===== config.mk =====
export PLATFORM = sky130hd
export DESIGN_NAME = game_state_ctrl_param
export DESIGN_NICKNAME = d
export VERILOG_FILES = /design/src/rtl/game_state_pkg.sv /design/src/rtl/tick_prescaler.sv /design/src/rtl/game_state_ctrl_param.sv
export SDC_FILE = /design/constraint.sdc
export NUM_CORES = 1
export LEC_CHECK = 0
export ABC_AREA = 1
export ABC_CLOCK_PERIOD_IN_PS = 2310
export BUFFER_PORTS_ARGS = -buffer_cell sky130_fd_sc_hd__buf_4
export CAP_MARGIN = 0
export CORE_MARGIN = 2
export CORE_UTILIZATION = 50
export CTS_BUF_LIST = sky130_fd_sc_hd__clkbuf_16
export DETAILED_ROUTE_END_ITERATION = 8
export GPL_ROUTABILITY_DRIVEN = 0
export HOLD_SLACK_MARGIN = 0.08
export MAX_ROUTING_LAYER = met4
export PLACE_DENSITY = 0.66
export SYNTH_ARGS = -nofsm -noshare
export SYNTH_HDL_FRONTEND = slang
export SYNTH_SLANG_ARGS = --single-unit

===== constraint.sdc =====
create_clock -name clk_100 -period 2.31 [get_ports clk_100]
set_clock_uncertainty 0.2 [all_clocks]
set_input_delay 0.3465 -clock clk_100 [delete_from_list [all_inputs] [get_ports clk_100]]
set_output_delay 0.3465 -clock clk_100 [all_outputs]
set_load 0.01 [all_outputs]

===== src/rtl/game_state_pkg.sv =====
// Shared state codes for the Tetris Battle board controller and its peer link.
// The same 3-bit encoding is used on stat_out and on the incoming peer_stat.
package game_state_pkg;

  localparam int STAT_W = 3;

  typedef enum logic [STAT_W-1:0] {
    NORMAL        = 3'd0,
    MATCH_ING     = 3'd1,
    MATCH_CANCEL  = 3'd2,
    MATCH_SUCCESS = 3'd3,
    GAME_INITIAL  = 3'd4,
    GAME_CNTDOWN  = 3'd5,
    GAME_ING      = 3'd6,
    GAME_OVER     = 3'd7
  } stat_e;

  // A peer that is searching or has already locked a match completes our match.
  function automatic logic peer_ready(input logic [STAT_W-1:0] code);
    return (code == MATCH_ING) || (code == MATCH_SUCCESS);
  endfunction

endpackage


===== src/rtl/tick_prescaler.sv =====
// Divides clk_100 down to a one-cycle game-second pulse; clr restarts the second
// so every state begins with a full second before its first tick.
module tick_prescaler #(
  parameter int TICK_DIV = 100_000_000
) (
  input  logic clk_100,
  input  logic rst_n,
  input  logic clr,
  output logic tick
);

  localparam int CW = $clog2(TICK_DIV);
  localparam logic [CW-1:0] LAST = CW'(TICK_DIV - 1);

  logic [CW-1:0] cnt_q;

  always_ff @(posedge clk_100) begin
    if (!rst_n || clr || (cnt_q == LAST)) begin
      cnt_q <= '0;
    end else begin
      cnt_q <= cnt_q + CW'(1);
    end
  end

  assign tick = (cnt_q == LAST);

endmodule


===== src/rtl/game_state_ctrl_param.sv =====
// Top-level Tetris Battle state machine: matchmaking, countdown, timed game and
// game-over handling, with second ticks derived from an internal prescaler.
module game_state_ctrl_param
  import game_state_pkg::*;
#(
  parameter int TICK_DIV        = 100_000_000,
  parameter int GAME_SECONDS    = 80,
  parameter int CNTDOWN_SECONDS = 3,
  parameter int MATCH_TIMEOUT   = 30,
  parameter int TIME_W          = 7,
  parameter int CNT_W           = 3
) (
  input  logic              clk_100,
  input  logic              rst_n,
  input  logic              pb_ctl,
  input  logic              game_lost,
  input  logic              peer_valid,
  input  logic [STAT_W-1:0] peer_stat,
  output logic [STAT_W-1:0] stat_out,
  output logic [TIME_W-1:0] time_left,
  output logic [CNT_W-1:0]  cnt_left,
  output logic              tick_1hz,
  output logic              stat_change
);

  localparam logic [TIME_W-1:0] GAME_INIT  = TIME_W'(GAME_SECONDS);
  localparam logic [CNT_W-1:0]  CNT_INIT   = CNT_W'(CNTDOWN_SECONDS);
  localparam logic [TIME_W-1:0] MATCH_INIT = TIME_W'(MATCH_TIMEOUT);
  localparam logic [TIME_W-1:0] TIME_ONE   = TIME_W'(1);
  localparam logic [CNT_W-1:0]  CNT_ONE    = CNT_W'(1);

  stat_e             state_q, state_d;
  logic [TIME_W-1:0] time_q, time_d;
  logic [CNT_W-1:0]  cnt_q, cnt_d;
  logic [TIME_W-1:0] mtmr_q, mtmr_d;
  logic              pb_d;
  logic              pb_rise;
  logic              tick;
  logic              state_chg;
  logic              peer_match;
  logic              peer_over;

  assign pb_rise    = pb_ctl & ~pb_d;
  assign peer_match = peer_valid & peer_ready(peer_stat);
  assign peer_over  = peer_valid & (peer_stat == GAME_OVER);
  assign state_chg  = (state_d != state_q);

  tick_prescaler #(
    .TICK_DIV (TICK_DIV)
  ) u_prescaler (
    .clk_100 (clk_100),
    .rst_n   (rst_n),
    .clr     (state_chg),
    .tick    (tick)
  );

  always_comb begin
    state_d = state_q;
    time_d  = time_q;
    cnt_d   = cnt_q;
    mtmr_d  = mtmr_q;
    case (state_q)
      NORMAL: begin
        if (pb_rise) begin
          state_d = MATCH_ING;
          mtmr_d  = MATCH_INIT;
        end
      end
      MATCH_ING: begin
        // A match arriving with a cancel press still wins.
        if (peer_match) begin
          state_d = MATCH_SUCCESS;
        end else if (pb_rise) begin
          state_d = MATCH_CANCEL;
        end else if (tick) begin
          if (mtmr_q == TIME_ONE) begin
            state_d = MATCH_CANCEL;
          end else if (mtmr_q != '0) begin
            mtmr_d = mtmr_q - TIME_ONE;
          end
        end
      end
      MATCH_CANCEL: state_d = NORMAL;
      MATCH_SUCCESS: state_d = GAME_INITIAL;
      GAME_INITIAL: begin
        time_d  = GAME_INIT;
        cnt_d   = CNT_INIT;
        state_d = (CNTDOWN_SECONDS == 0) ? GAME_ING : GAME_CNTDOWN;
      end
      GAME_CNTDOWN: begin
        if (tick) begin
          if ((cnt_q == CNT_ONE) || (cnt_q == '0)) begin
            state_d = GAME_ING;
            cnt_d   = '0;
          end else begin
            cnt_d = cnt_q - CNT_ONE;
          end
        end
      end
      GAME_ING: begin
        // The last second expiring takes priority so time_left always reads 0.
        if (tick && (time_q == TIME_ONE)) begin
          state_d = GAME_OVER;
          time_d  = '0;
        end else if (game_lost || peer_over) begin
          state_d = GAME_OVER;
        end else if (tick && (time_q != '0)) begin
          time_d = time_q - TIME_ONE;
        end
      end
      GAME_OVER: begin
        if (pb_rise) begin
          state_d = NORMAL;
          time_d  = GAME_INIT;
          cnt_d   = CNT_INIT;
        end
      end
      default: state_d = NORMAL;
    endcase
  end

  always_ff @(posedge clk_100) begin
    if (!rst_n) begin
      state_q     <= NORMAL;
      time_q      <= GAME_INIT;
      cnt_q       <= CNT_INIT;
      mtmr_q      <= MATCH_INIT;
      pb_d        <= 1'b1;
      stat_change <= 1'b0;
    end else begin
      state_q     <= state_d;
      time_q      <= time_d;
      cnt_q       <= cnt_d;
      mtmr_q      <= mtmr_d;
      pb_d        <= pb_ctl;
      stat_change <= state_chg;
    end
  end

  assign stat_out  = state_q;
  assign time_left = time_q;
  assign cnt_left  = cnt_q;
  assign tick_1hz  = tick;

endmodule

==> results list, run 1 <==
* Arrival time at the worst endpoint: 1.68 ns
- Worst hold path type: in -> reg
- Final hold violations: 0
- Transition time at the pin with the least slew margin: 0.4090 ns
- After legalization and detailed placement, the total HPWL measured 4441 um.
- The via count of the first global-routing pass is 2306.
- Synthesis instantiated 30 different standard cells from the library.
- Grt ovf: 0
- Root buffer cell: sky130_fd_sc_hd__clkbuf_16
- Entering global routing, the biggest net connects 15 pins.
- In the final layout, the share of cells above drive strength 1 is 0.2262.
* FMAX: 449.9 MHz
- Average vias per placed instance: 4.998
* Min Clock Period, post-route: 2.222 ns
- The count of buffers added on input and output ports is 22.
- Setup-failing EPs final: 0
* Count of H-tree levels built during CTS: 2
- The synthesized netlist occupies a cell area of 0.002830 mm^2.
* Number of antenna violations at the first check in global routing: 0
* Chip height: 79.24 um
- Crit path required time: 1.76 ns
- RSZ-0062 raised after global routing: yes
- Top post-synthesis cells by area: sky130_fd_sc_hd__dfxtp_1 35%, sky130_fd_sc_hd__nand2_1 10%, sky130_fd_sc_hd__inv_1 7.7%
- Of the post-synthesis cell area, the dominant cell type holds 0.3466.
- Area of the die: 0.006278 mm^2
* Number of buffers inserted during clock tree synthesis: 5
* Total global-route track usage: 0.2105
- Path type of the worst setup path: reg -> out
- DRC violations left: 0
- Measured against its own limit, the worst slew margin works out to 0.7263.
- CTS tree: done
- Number of max-cap violations: 0
- Routed Antenna Nets: 0
- Critical path endpoint category: primary output
- I/O pin count: 23
* Clk pin slew, worst setup/hold paths: 0.07 ns
- Biggest fanout along the worst timing path: 4
* Share of synthesized registers carrying an async set or reset: 0
- Most frequent cell after synthesis: sky130_fd_sc_hd__nand2_1
- The max-slew violation count is 0.
- Cell type with the largest total area after synthesis: sky130_fd_sc_hd__dfxtp_1
- Buffer depth of the longest clock path: 2
- DRT iter0 DRCs: 79
- Pwr Density: 506.9 mW/mm^2
- Ranked by instance count, the synthesized netlist is headed by 77 x sky130_fd_sc_hd__nand2_1, 58 x sky130_fd_sc_hd__inv_1, 49 x sky130_fd_sc_hd__dfxtp_1.
- In this run the mean area of a mapped cell was 7.093 um^2.
- In this run, synthesis inferred 0 flip-flops with an integrated enable.
* Static Leak: 1.371 nW
- Post-route fraction of the period consumed by the critical path: 0.9621
- Total Nets Final: 459
* Overall die width: 79.24 um
* Startpoint kind of the worst setup timing path: register
- Register-to-register setup slack: 0.13 ns
* Gate count of the mapped netlist: 399
- Signed area change from the synthesized netlist to the final layout: 22.15%
- The run finished with clean final reports.
- The first global-routing pass estimated 10250 um of wire.
- Count of antenna diodes in the layout: 0
* Total via count after detailed routing: 2569
* Row count: 27
- Share of the yosys chip area belonging to registers: 0.3466
- First drt pass iteration count: 4
- Final core utilization: 0.6317
* Routed wire length: 6115 um
* Synth Warn #: 0
- Post-route worst hold slack: 0.1174 ns
- After detailed routing, the average wire length per cell comes to 11.90 um.
- Clock latency on the worst-skew pair, taken at its later pin, is 0.29 ns.
- The number of nets handed over by synthesis was 416.
- For this configuration, the core starts out at a cell density of 0.5171.
- In the synthesized netlist the dominant register cell turns out to be sky130_fd_sc_hd__dfxtp_1.
- After synthesis the netlist holds a flip-flop and latch count of 49.
- Fill cells in the final layout number 523.
* Core outline area: 0.005473 mm^2
- Clock sink count: 49
* Maximum resistive drop on vdd: 0.0002772 V
-- power by group --
part / switching, mW / internal [mW]
clock: 0.311 / 0.392
combinational: 0.0984 / 0.0820
sequential: 0.00999 / 0.859
-- kinds of logic (layout without fill, tap and decap cells) --
family	count (synthesis)	after routing	share of synthesized area
AOI/OAI and AO/OA	28	28	0.05438
xor gates and xnor gates	31	31	0.09593
adders and majority gates	9	9	0.03979
buffers and inverters	63	106	0.08886
DFF	49	49	0.3466
and+or+nand+nor	219	219	0.3744
-- cell usage in the layout, fill, tap and decap left out, drive strengths merged, types with 3 or more instances in the layout --
cell type / instances
nor2: 69
o21ai: 11
a21oi: 12
buf: 39
dfxtp: 49
ha: 9
or2: 3
clkbuf: 6
xnor2: 11
nand3: 35
nor3: 15
inv: 58
xor2: 20
nor4: 3
nand2: 80
nand4: 12
-- stage by stage --
step | setup TNS (ns) | std cells | instance area [um^2] | setup slack (ns) | power, mW
after floorplan | 0 | 399 | 2830 | 0.1938 | 0.9837
after global placement | 0 | 501 | 3174 | 0.1103 | 1.039
after detailed placement | 0 | 501 | 3174 | 0.04625 | 1.039
after CTS | 0 | 509 | 3321 | 0.02725 | 1.740
after global routing | -0.1209 | 514 | 3457 | -0.02661 | 1.828
final | 0 | 514 | 3457 | 0.08751 | 1.752
-- per-layer routing --
metal / vias to the layer above / wire (um) / global-route usage
li1: 1356 / - / -
met1: 1176 / 3092 / 0.2766
met5: - / 0 / -
met4: 0 / 80 / 0.07414
met3: 7 / 174 / 0.04318
met2: 30 / 2767 / 0.3229
-- cell type report --
cell class | instances | area (um^2) | share of cell area
multi-input cells | 287 | 1673 | 0.4839
flip-flops and latches | 49 | 983.4 | 0.2845
repair buffers | 41 | 356.6 | 0.1031
inverters | 58 | 217.7 | 0.06298
clock buffers | 5 | 125.1 | 0.03619
well taps | 72 | 90.09 | 0.02606
clock inverters | 2 | 11.26 | 0.003257
-- state kept, by name (all words and copies together) (netlist names) --
name               flops
pb_d                   1
stat_change            1
time_left              7
cnt_left               3
mtmr_q                 7
stat_out               3
u_prescaler.cnt_q     27
-- critical path, stage by stage (launching register included) --
cell and delay, ns:
sky130_fd_sc_hd__dfxtp_2 0.36, sky130_fd_sc_hd__ha_4 0.15, sky130_fd_sc_hd__nand2_2 0.06, sky130_fd_sc_hd__nor2_4 0.14, sky130_fd_sc_hd__nand2_4 0.08, sky130_fd_sc_hd__buf_4 0.15
sky130_fd_sc_hd__nor3_4 0.27, sky130_fd_sc_hd__buf_4 0.17
-- repair_timing --
item	4_1_cts	5_1_grt
resized for setup	0	23
setup endpoints to repair	0	37
endpoints found under the hold margin	1	0
hold buffers	1	0
setup buffers	0	4
-- final timing paths --
| kind | cells past startpoint | from | end |
|---|---|---|---|
| worst min register to register | 2 | mtmr_q[3]$_SDFFE_PN1P_ | mtmr_q[3]$_SDFFE_PN1P_ |
| worst max register to register | 14 | u_prescaler.cnt_q[0]$_SDFF_PP0_ | u_prescaler.cnt_q[26]$_SDFF_PP0_ |
| worst max-delay path | 7 | u_prescaler.cnt_q[0]$_SDFF_PP0_ | tick_1hz |
| worst min-delay path | 2 | rst_n | pb_d$_SDFF_PN1_ |
Note: power is estimated with default switching activity, not from simulation.
==> inputs of run 2 (changes only) <==
RECOVER_POWER = 50   (was not set)
==> run 2 against run 1 <==
Against the previous run:
- die area stayed put
- clock-buffer cell count is the same
- worst setup slack worse by 0.0060 ns
- hold slack about the same
- critical endpoint unchanged
- largest power group unchanged
==> results list, run 2 (synthesized netlist as in run 1, its figures left out) <==
- The worst register-to-register path begins at u_prescaler.cnt_q[0]$_SDFF_PP0_.
* Total via count after detailed routing: 2558
- Most common cell type on the critical path: sky130_fd_sc_hd__buf_4
- Number of flip-flops in the largest register: 27
* Chip height: 79.24 um
- Static timing analysis puts the maximum clock frequency at 448.7 MHz.
- Slowest cell on the critical path: sky130_fd_sc_hd__dfxtp_2
- Hold-critical path depth: 2
* Register-to-register setup slack: 0.13 ns
* Cell Chain, Critical Path: ha_4 -> nand2_2 -> nor2_4 -> nand2_4 -> buf_4 -> nor3_4 -> buf_4
- Worst slack at placement: 0.04625 ns
* Area of the die: 0.006278 mm^2
* Biggest fanout along the worst timing path: 4
- First drt pass iteration count: 4
* Starting Density: 0.5171
- Counting both buffers and inverters, the worst setup path holds a total of 2.
- IR analysis of the VDD net gives a maximum drop of 0.0002775 V.
- The critical path in this run is classified as reg -> out.
* Pwr Density: 513.6 mW/mm^2
* Static Leak: 1.320 nW
- The number of cells on the worst reg-to-reg path is 14.
- The clock passes through at most 2 buffers.
- Clock sink count: 49
- I/O pin count: 23
- DRT iter0 DRCs: 86
- The max-slew violation count was 0.
* Worst hold path type: in -> reg
* Core outline area: 0.005473 mm^2
- Routed Antenna Nets: 0
* Kind of cell adding the most delay to the critical path: simple AND/OR/NAND/NOR gates
- The tree is rooted in a sky130_fd_sc_hd__clkbuf_16.
- Data on the critical path arrives at its endpoint at 1.68 ns.
* Half-perimeter wire length after detailed placement: 4441 um
* Wire length of the first global-routing pass: 10250 um
- CTS built an H-tree with a depth of 2.
* Grt ovf: 0
- Launch instance of the worst min-delay path: rst_n
- Final core utilization: 0.6228
- Clk pin slew, worst setup/hold paths: 0.07 ns
- Entering global routing, the biggest net connects 15 pins.
- Crit path required time: 1.76 ns
- PnR worst setup slack: 0.08150 ns
* Min Clock Period, post-route: 2.228 ns
- Total global-route track usage: 0.2105
- Detailed-route wire length per cell: 11.83 um
- The number of hold violations in the final report is 0.
- Max-slew headroom at the worst pin: 0.7266
- Fraction of layout instances using a drive strength above 1: 0.1968
* Register with the most flip-flops: u_prescaler.cnt_q
- The worst setup path is launched from a register.
- The via count of the first global-routing pass was 2306.
- The initial antenna violation count was 0.
- R2r endpoint: u_prescaler.cnt_q[26]$_SDFF_PP0_
- The number of antenna diodes in the final layout is 0.
* Row count: 27
- DRC violations left: 0
- Number of buffers inserted during clock tree synthesis: 5
* CTS tree: done
* Total Nets Final: 459
- Post-route fraction of the period consumed by the critical path: 0.9647
- Setup-failing EPs final: 0
* Number of max-cap violations: 0
* RSZ-0062 raised after global routing: yes
- For the worst-skew pair, the clock arrives at the later sink with an insertion delay of 0.29 ns.
- Relative to the synthesized area, the layout overhead comes to 20.42%.
- Critical path endpoint category: primary output
* Overall die width: 79.24 um
- In this run the tool buffered the top-level ports with 22 buffer cells.
- Stage delay of the slowest cell on the critical path: 0.36 ns
- Most common cell after layout, fill and taps aside: sky130_fd_sc_hd__nand2_1
- Transition time at the pin with the least slew margin: 0.4086 ns
* Hold path endpoint: pb_d$_SDFF_PN1_
- Summed over all layers, the routed wires come to 6080 um.
* Commonest non-fill, non-tap cells in the layout: 72 x sky130_fd_sc_hd__nand2_1, 58 x sky130_fd_sc_hd__inv_1, 47 x sky130_fd_sc_hd__dfxtp_1
- In the routed layout, each cell is associated on average with a via count of 4.977.
- The run finished with clean final reports.
- Aggregate negative setup slack: 0 ns
-- run 2: cell count changes in the layout (fill, tap and decap cells not counted), sizes merged --
cell    previous run  this run
buf               39        25
clkbuf             6        20
-- run 2: worst max path at each step --
stage,slack (ns),start,cells past startpoint,to
3_3_place_gp,0.11,pb_ctl,13,u_prescaler.cnt_q[0]$_SDFF_PP0_
6_report,0.08,u_prescaler.cnt_q[0]$_SDFF_PP0_,7,tick_1hz
2_1_floorplan,0.19,u_prescaler.cnt_q[0]$_SDFF_PP0_,10,mtmr_q[4]$_SDFFE_PN1P_
3_5_place_dp,0.05,u_prescaler.cnt_q[0]$_SDFF_PP0_,12,u_prescaler.cnt_q[26]$_SDFF_PP0_
4_1_cts,0.03,u_prescaler.cnt_q[0]$_SDFF_PP0_,12,u_prescaler.cnt_q[26]$_SDFF_PP0_
5_1_grt,-0.03,u_prescaler.cnt_q[0]$_SDFF_PP0_,12,time_left[4]$_SDFFE_PN1P_
-- run 2: per-stage QoR --
step	cells	power (mW)	hold slack [ns]	cell area, um^2
after floorplan	399	0.9837	0.2175	2830
after global placement	501	1.039	0.2264	3174
after detailed placement	501	1.039	0.2386	3174
after CTS	509	1.740	0.1148	3321
after global routing	514	1.826	0.1299	3408
final	514	1.750	0.1176	3408
-- run 2: area by class of cell --
| cell class | instances | area, um^2 |
|---|---|---|
| Clock inverter | 2 | 11.26 |
| Fill cell | 541 | 2064 |
| Multi-Input combinational cell | 287 | 1673 |
| Clock buffer | 5 | 125.1 |
| Tap cell | 72 | 90.09 |
| Inverter | 58 | 217.7 |
| Timing Repair Buffer | 41 | 307.8 |
| Sequential cell | 49 | 983.4 |
-- run 2: power by group --
group | internal (mW) | switching [mW]
registers | 0.859 | 0.00996
clock network | 0.392 | 0.311
logic | 0.0802 | 0.0982
total | 1.33 | 0.419
-- run 2: repair_timing --
item | CTS | global route
setup buffers | 0 | 4
hold buffers | 1 | 0
gates resized for setup | 0 | 23
hold endpoints to repair | 1 | 0
endpoints found under the setup margin | 0 | 37
-- run 2: metal layers --
layer / wire (um) / share of wire / global-route usage
met1: 3099 / 0.51 / 0.2766
met2: 2739 / 0.45 / 0.3229
met3: 160 / 0.026 / 0.04318
met4: 80 / 0.013 / 0.07414
met5: 0 / 0 / -
